$ cat src/rtl/rv32c_compressor.sv
`default_nettype none
// ============================================================================
//  Module   : rv32c_compressor
//  Purpose  : Streaming RV32I -> RVC re-encoder. Each accepted instruction is
//             turned into a 16-bit RVC halfword when an exact encoding exists
//             (immediates limited to 0..31 so the in-house expander
//             round-trips). Otherwise it is passed through as 32 bits.
//             Results are packed little-endian into 32-bit output words.
//  Ports    : clk, rst_n            clock / async active-low reset
//             in_valid/in_ready     input handshake, in_inst instruction
//             flush / flush_busy    request to emit a pending halfword
//             out_valid/out_ready   output handshake, out_word packed word
//             cmp_count             saturating count of 16-bit results
//  Revision : 1.0  initial release
// ============================================================================
module rv32c_compressor (
  input  logic        clk,
  input  logic        rst_n,
  input  logic        in_valid,
  output logic        in_ready,
  input  logic [31:0] in_inst,
  input  logic        flush,
  output logic        flush_busy,
  output logic        out_valid,
  input  logic        out_ready,
  output logic [31:0] out_word,
  output logic [15:0] cmp_count
);

  // Instruction fields
  logic [6:0] opc, f7;
  logic [2:0] f3;
  logic [4:0] rd, rs1, rs2;
  logic       rd_c, rs1_c, rs2_c, imm_lo, alu_ok;

  assign opc    = in_inst[6:0];
  assign rd     = in_inst[11:7];
  assign f3     = in_inst[14:12];
  assign rs1    = in_inst[19:15];
  assign rs2    = in_inst[24:20];   // also I-type imm[4:0] / shamt
  assign f7     = in_inst[31:25];
  assign rd_c   = (rd[4:3]  == 2'b01); // x8..x15
  assign rs1_c  = (rs1[4:3] == 2'b01);
  assign rs2_c  = (rs2[4:3] == 2'b01);
  assign imm_lo = (f7 == 7'd0);        // I-type immediate within 0..31
  assign alu_ok = rd_c && (rs1 == rd) && rs2_c;

  logic        c_ok;
  logic [15:0] c_half;

  always_comb begin
    c_ok   = 1'b0;
    c_half = 16'h0000;
    if (in_inst[1:0] != 2'b11) begin
      // Already an RVC halfword; the upper half is ignored.
      c_ok   = 1'b1;
      c_half = in_inst[15:0];
    end else if (in_inst == 32'h0010_0073) begin
      c_ok   = 1'b1;
      c_half = 16'h9002;
    end else begin
      case (opc)
        7'b0010011: begin
          case (f3)
            3'b000: begin
              if (rd == 5'd0 && rs1 == 5'd0 && in_inst[31:20] == 12'd0) begin
                c_ok = 1'b1; c_half = 16'h0001;
              end else if (rd != 5'd0 && rs1 == 5'd0 && imm_lo) begin
                c_ok = 1'b1; c_half = {3'b010, 1'b0, rd, rs2, 2'b01};
              end else if (rd != 5'd0 && rs1 == rd && imm_lo && rs2 != 5'd0) begin
                c_ok = 1'b1; c_half = {3'b000, 1'b0, rd, rs2, 2'b01};
              end
            end
            3'b001: begin
              if (imm_lo && rd != 5'd0 && rs1 == rd && rs2 != 5'd0) begin
                c_ok = 1'b1; c_half = {3'b000, 1'b0, rd, rs2, 2'b10};
              end
            end
            3'b101: begin
              // f7[5] selects SRAI; it lands directly in funct2 bit 10.
              if ((f7 == 7'b0000000 || f7 == 7'b0100000) && rd_c && rs1 == rd
                  && rs2 != 5'd0) begin
                c_ok = 1'b1; c_half = {3'b100, 1'b0, 1'b0, f7[5], rd[2:0], rs2, 2'b01};
              end
            end
            3'b111: begin
              if (imm_lo && rd_c && rs1 == rd) begin
                c_ok = 1'b1; c_half = {3'b100, 1'b0, 2'b10, rd[2:0], rs2, 2'b01};
              end
            end
            default: ;
          endcase
        end
        7'b0110111: begin
          if (rd != 5'd0 && rd != 5'd2 && in_inst[31:17] == 15'd0
              && in_inst[16:12] != 5'd0) begin
            c_ok = 1'b1; c_half = {3'b011, 1'b0, rd, in_inst[16:12], 2'b01};
          end
        end
        7'b0110011: begin
          if (f7 == 7'b0100000) begin
            if (f3 == 3'b000 && alu_ok) begin
              c_ok = 1'b1; c_half = {3'b100, 1'b0, 2'b11, rd[2:0], 2'b00, rs2[2:0], 2'b01};
            end
          end else if (f7 == 7'b0000000) begin
            case (f3)
              3'b000: begin
                if (rd != 5'd0 && rs2 != 5'd0) begin
                  if (rs1 == 5'd0) begin
                    c_ok = 1'b1; c_half = {3'b100, 1'b0, rd, rs2, 2'b10};
                  end else if (rs1 == rd) begin
                    c_ok = 1'b1; c_half = {3'b100, 1'b1, rd, rs2, 2'b10};
                  end
                end
              end
              3'b100: if (alu_ok) begin
                c_ok = 1'b1; c_half = {3'b100, 1'b0, 2'b11, rd[2:0], 2'b01, rs2[2:0], 2'b01};
              end
              3'b110: if (alu_ok) begin
                c_ok = 1'b1; c_half = {3'b100, 1'b0, 2'b11, rd[2:0], 2'b10, rs2[2:0], 2'b01};
              end
              3'b111: if (alu_ok) begin
                c_ok = 1'b1; c_half = {3'b100, 1'b0, 2'b11, rd[2:0], 2'b11, rs2[2:0], 2'b01};
              end
              default: ;
            endcase
          end
        end
        7'b0000011: begin
          // offset[11:7]==0 and offset[1:0]==0 -> word offset 0..124
          if (f3 == 3'b010 && in_inst[31:27] == 5'd0 && in_inst[21:20] == 2'b00
              && rs1_c && rd_c) begin
            c_ok   = 1'b1;
            c_half = {3'b010, in_inst[25:23], rs1[2:0], in_inst[22], in_inst[26],
                      rd[2:0], 2'b00};
          end
        end
        7'b0100011: begin
          // S-type offset = {inst[31:25], inst[11:7]}
          if (f3 == 3'b010 && in_inst[31:27] == 5'd0 && in_inst[8:7] == 2'b00
              && rs1_c && rs2_c) begin
            c_ok   = 1'b1;
            c_half = {3'b110, in_inst[25], in_inst[11:10], rs1[2:0], in_inst[9],
                      in_inst[26], rs2[2:0], 2'b00};
          end
        end
        default: ;
      endcase
    end
  end

  // Packing state and output slot
  logic [15:0] hold_q, hold_d;
  logic        hold_v_q, hold_v_d;
  logic        out_valid_q, out_valid_d;
  logic [31:0] out_word_q, out_word_d;
  logic        pend_q, pend_d;
  logic [15:0] cnt_q, cnt_d;
  logic        accept;

  assign in_ready   = !out_valid_q || out_ready;
  assign accept     = in_valid && in_ready;
  assign out_valid  = out_valid_q;
  assign out_word   = out_word_q;
  assign flush_busy = pend_q;
  assign cmp_count  = cnt_q;

  always_comb begin
    hold_d      = hold_q;
    hold_v_d    = hold_v_q;
    out_valid_d = out_valid_q && !out_ready;
    out_word_d  = out_word_q;
    pend_d      = pend_q || flush;   // a flush while busy is absorbed
    cnt_d       = cnt_q;

    if (accept) begin
      if (c_ok) begin
        if (cnt_q != 16'hFFFF) cnt_d = cnt_q + 16'd1;
        if (hold_v_q) begin
          out_word_d  = {c_half, hold_q};
          out_valid_d = 1'b1;
          hold_v_d    = 1'b0;
        end else begin
          hold_d   = c_half;
          hold_v_d = 1'b1;
        end
      end else if (hold_v_q) begin
        // 32-bit instruction straddles: low half completes this word.
        out_word_d  = {in_inst[15:0], hold_q};
        out_valid_d = 1'b1;
        hold_d      = in_inst[31:16];
      end else begin
        out_word_d  = in_inst;
        out_valid_d = 1'b1;
      end
    end

    // Pending flush: nothing held -> done at once; otherwise wait for a
    // cycle with no input accepted and a free output slot, pad with C.NOP.
    if (pend_q) begin
      if (!hold_v_q) begin
        pend_d = 1'b0;
      end else if (!accept && in_ready) begin
        out_word_d  = {16'h0001, hold_q};
        out_valid_d = 1'b1;
        hold_v_d    = 1'b0;
        pend_d      = 1'b0;
      end
    end
  end

  always_ff @(posedge clk or negedge rst_n) begin
    if (!rst_n) begin
      hold_q      <= 16'h0000;
      hold_v_q    <= 1'b0;
      out_valid_q <= 1'b0;
      out_word_q  <= 32'h0000_0000;
      pend_q      <= 1'b0;
      cnt_q       <= 16'h0000;
    end else begin
      hold_q      <= hold_d;
      hold_v_q    <= hold_v_d;
      out_valid_q <= out_valid_d;
      out_word_q  <= out_word_d;
      pend_q      <= pend_d;
      cnt_q       <= cnt_d;
    end
  end

endmodule
`default_nettype wire

$ cat config.mk
export PLATFORM = sky130hd
export DESIGN_NAME = rv32c_compressor
export DESIGN_NICKNAME = d
export VERILOG_FILES = /design/src/rtl/rv32c_compressor.sv
export SDC_FILE = /design/constraint.sdc
export NUM_CORES = 1
export LEC_CHECK = 0
export ABC_AREA = 1
export CORE_MARGIN = 2
export CORE_UTILIZATION = 48
export DETAILED_ROUTE_END_ITERATION = 12
export PLACE_DENSITY = 0.88
export SLEW_MARGIN = 20
export SYNTH_ARGS = -nofsm -noshare
export SYNTH_HDL_FRONTEND = slang
export SYNTH_SLANG_ARGS = --single-unit
$ cat constraint.sdc
create_clock -name clk -period 1.8 [get_ports clk]
set_input_delay 0.36 -clock clk [delete_from_list [all_inputs] [get_ports clk]]
set_output_delay 0.36 -clock clk [all_outputs]
set_load 0.02 [all_outputs]
==> key figures <==
Job
  – Max-cap violation count: 0

Logic synthesis
  – Number of synthesis warnings: 0
  – Synthesized area: 0.005293 mm²
  – Synth Register Bits: 67
  – Cell variety after synth: 43
  – Seq/Total Area, Yosys: 0.3168
  – Synth Instances: ~830
  – Syn Nets: between 800 and 900
  – Mean Syn Cell Area: between 6 and 7 µm²

Timing
  – Fmax achieved: 438.1 MHz
  – Fin Hold WS: -0.001459 ns
  – Setup violations, final: 66
  – Worst Slack Setup Final: -0.4825 ns
  – Worst slew pin tran: 0.4740 ns
  – Worst Clk Skew: ~0.012 ns
  – Crit path time final: between 2 and 2.5 ns
  – Max Slew Vio Count: 0
  – Final hold violation count: 1
  – Slew HR: 0.6830
  – Setup total negative slack: -24.99 ns
  – Fin crit share: 1.268
  – RSZ-0062 raised after global routing: true

Setup path
  – Worst endpoint data arrival time: 2.59 ns
  – Setup crit start kind: input pin
  – Critical path class: in2reg
  – FF-to-FF setup slack: -0.17 ns
  – Reg2Reg Depth: 10
  – CP endpoint kind: register
  – Critical path data required time: ~2.1 ns
  – Reg-to-reg endpoint: cmp_count[10]$_DFFE_PN0P_
  – R2r startpoint: cmp_count[0]$_DFFE_PN0P_
  – Crit path max fanout: 8

Detailed routing
  – Routed len/inst: roughly 21 µm
  – First-pass iteration count of the detailed router: 13
  – Drt total wl: 26.28 mm
  – DR iter-0 viols: 1326
  – Drt drc: 23
  – Remaining antenna violation count: 0
  – Via count: between 7000 and 8000
  – Routed vias/inst: 6.224

GRT
  – GRT Overall Usage: 0.3968
  – First-pass GRT wire length: 36.20 mm
  – Initial antenna violation count: 0
  – GR Overflow Total: 0
  – Largest net degree at the start of global routing: 68
  – Vias in the first global route: between 7000 and 8000

CTS
  – Clock Sinks: 67
  – Post-CTS Hold Fix Bufs: 0
  – Clock root cell: clkbuf_8
  – Bufs on Longest Clock Path: 2
  – CTS tree: yes
  – H-Tree Depth: 3
  – Clk_lat worst skew: 0.37 ns
  – CTS Buf Count: 9
  – Worst-path clk slew: about 0.08 ns

Cells and area
  – Layout Nets: 1149
  – Final Instance Count excl. Fillers: 1254
  – Area Growth Syn to Fin: 73.22%
  – Fill count: 539
  – Area of the multi-input gates: 0.004081 mm²
  – Diodes inserted: 0
  – Seq. cell area: between 0.0015 and 0.002 mm²
  – Core Util, Final: 0.8494
  – Share of cells above drive strength 1: 0.4354

Floorplanning
  – I/O pin total: 88
  – Row count: 38
  – Core ar.: 0.01079 mm²
  – Die ar.: 0.01188 mm²
  – Die span in x: ~110 µm
  – Die Height: 109.0 µm
  – Initial Util: 0.4904

Power and ir drop
  – PwrDens: 1084 mW/mm²
  – Reg power frac: 0.277
  – Gate power share: 0.595
  – Clock power frac: 0.129
  – P_int: approximately 5.3 mW
  – Worst ir drop on vdd: 1.081 mV
  – P_leak: between 4 and 5 nW
  – Sw Ratio: 0.4689
  – NetSw: 4.659 mW

Placed design
  – I/O Buffers: 87
  – Post-placement cell count: 1186
  – Dpl hpwl: 15.25 mm
  – Pre-CTS setup slack: -1.314 ns
  – Routability congestion estimate: approximately 1.1

Outcome
  – Status: finished, violations left
  – Violated checks: DRC, hold timing, setup timing

Min path
  – Worst Hold Class: in2async
cell usage after synthesis (all sizes together):
library cell / n / share of area
nand2: 226 / 0.17
nor2: 141 / 0.11
inv: 89 / 0.063
o21ai: 87 / 0.086
dfrtp: 67 / 0.32
nand3: 65 / 0.066
a21oi: 34 / 0.033
clkbuf: 20 / 0.014
nand4: 18 / 0.022
buf: 15 / 0.022
o21a: 13 / 0.018
nor3: 12 / 0.015
xor2: 10 / 0.017
o22ai: 8 / 0.0095
xnor2: 7 / 0.012
a31oi: 5 / 0.0059
nor4: 4 / 0.0047
nand3b: 3 / 0.0043
a21boi: 2 / 0.0028
clkinv: 2 / 0.0014
ha: 1 / 0.0024
mux2i: 1 / 0.0019
o211ai: 1 / 0.0014
o21bai: 1 / 0.0014
o311ai: 1 / 0.0017
or3b: 1 / 0.0017
final cells by class:
class | count | area share
timing repair buffer | 297 | 0.2930
inverter | 91 | 0.03985
multi-input combinational | 645 | 0.4452
sequential | 67 | 0.1830
clock buffer | 11 | 0.01542
tap | 140 | 0.01911
clock inverter | 3 | 0.004367
power groups by stage:
stage | combinational [mW] | clock (mW) | sequential, mW
after floorplan | 2.31 | 0 | 3.12
after global placement | 4.68 | 0 | 2.65
after detailed placement | 4.83 | 0 | 2.68
after CTS | 5.29 | 1.26 | 2.67
after global routing | 6.28 | 1.33 | 2.81
final | 5.91 | 1.28 | 2.75
worst max-delay path by stage:
stage	cells after the start	end	startpoint
2_1_floorplan	16	hold_q[11]$_DFFE_PN0P_	in_inst[12]
3_3_place_gp	17	cmp_count[10]$_DFFE_PN0P_	in_inst[19]
3_5_place_dp	17	cmp_count[10]$_DFFE_PN0P_	in_inst[19]
4_1_cts	16	cmp_count[10]$_DFFE_PN0P_	in_inst[31]
5_1_grt	19	out_word[31]$_DFF_PN0_	in_inst[17]
6_report	19	out_word[31]$_DFF_PN0_	in_inst[3]
sequential cells by signal, indices dropped and copies added, names as in the netlist:
name        flops
hold_v_q        1
out_valid       1
hold_q         16
out_word       32
flush_busy      1
cmp_count      16
metal layers:
| metal | vias up | GRT usage | part of all wire | wire [µm] |
|---|---|---|---|---|
| met1 | 3557 | 0.4863 | 0.34 | 8976 |
| met3 | 276 | 0.08727 | 0.12 | 3080 |
| met2 | 695 | 0.6411 | 0.45 | 11790 |
| met4 | 2 | 0.2299 | 0.090 | 2378 |
| met5 | - | 0 | 0.0022 | 58 |
| li1 | 3275 | - | - | - |
worst max-delay path, cell delays in order:
cell and delay [ns]:
clkdlybuf4s15_2 0.21, buf_6 0.13, inv_4 0.06, nand3_4 0.08, nor2_4 0.09, nand4_1 0.31
nor2_4 0.28, nor2_4 0.06, nand2_2 0.09, nor2_4 0.05, nand3_4 0.12, buf_12 0.18
buf_8 0.14, nand2_2 0.04, nand2_1 0.08, nand2_1 0.09, nand2_1 0.09, nor2_2 0.04
nor2_1 0.08
per-stage QoR:
| stage | power (mW) | instance area, µm² |
|---|---|---|
| 2_1_floorplan | 5.439 | 5540 |
| 3_3_place_gp | 7.333 | 7597 |
| 3_5_place_dp | 7.510 | 7597 |
| 4_1_cts | 9.218 | 8755 |
| 5_1_grt | 10.42 | 9168 |
| 6_report | 9.937 | 9168 |
logic make-up (layout without fill, tap and decap cells):
kind of cell    count (synthesis)  in the layout  synth area share
simple gates                  470            474            0.3901
flops                          67             67            0.3168
mux                             1              1          0.001891
compound gates                152            152            0.1598
xor+xnor                       17             17           0.02813
fa+ha+maj                       1              1          0.002364
buf+inv                       126            402            0.1009
cell usage in the layout, fill, tap and decap left out, types with 24 or more instances in the layout:
| cell | instances |
|---|---|
| a21oi_1 | 26 |
| buf_4 | 164 |
| buf_6 | 45 |
| clkdlybuf4s50_1 | 41 |
| dfrtp_1 | 66 |
| inv_1 | 57 |
| inv_2 | 24 |
| nand2_1 | 168 |
| nand2_2 | 43 |
| nand3_1 | 31 |
| nand3_2 | 27 |
| nor2_1 | 89 |
| nor2_4 | 35 |
| o21ai_0 | 52 |
repair_timing:
item / CTS / global route
endpoints found under the setup margin: 72 / 72
gates cloned: 6 / 0
buffers inserted: 38 / 12
gates resized for setup: 338 / 101
pin swaps: 89 / 65
Power figures use the tool's default switching activity.
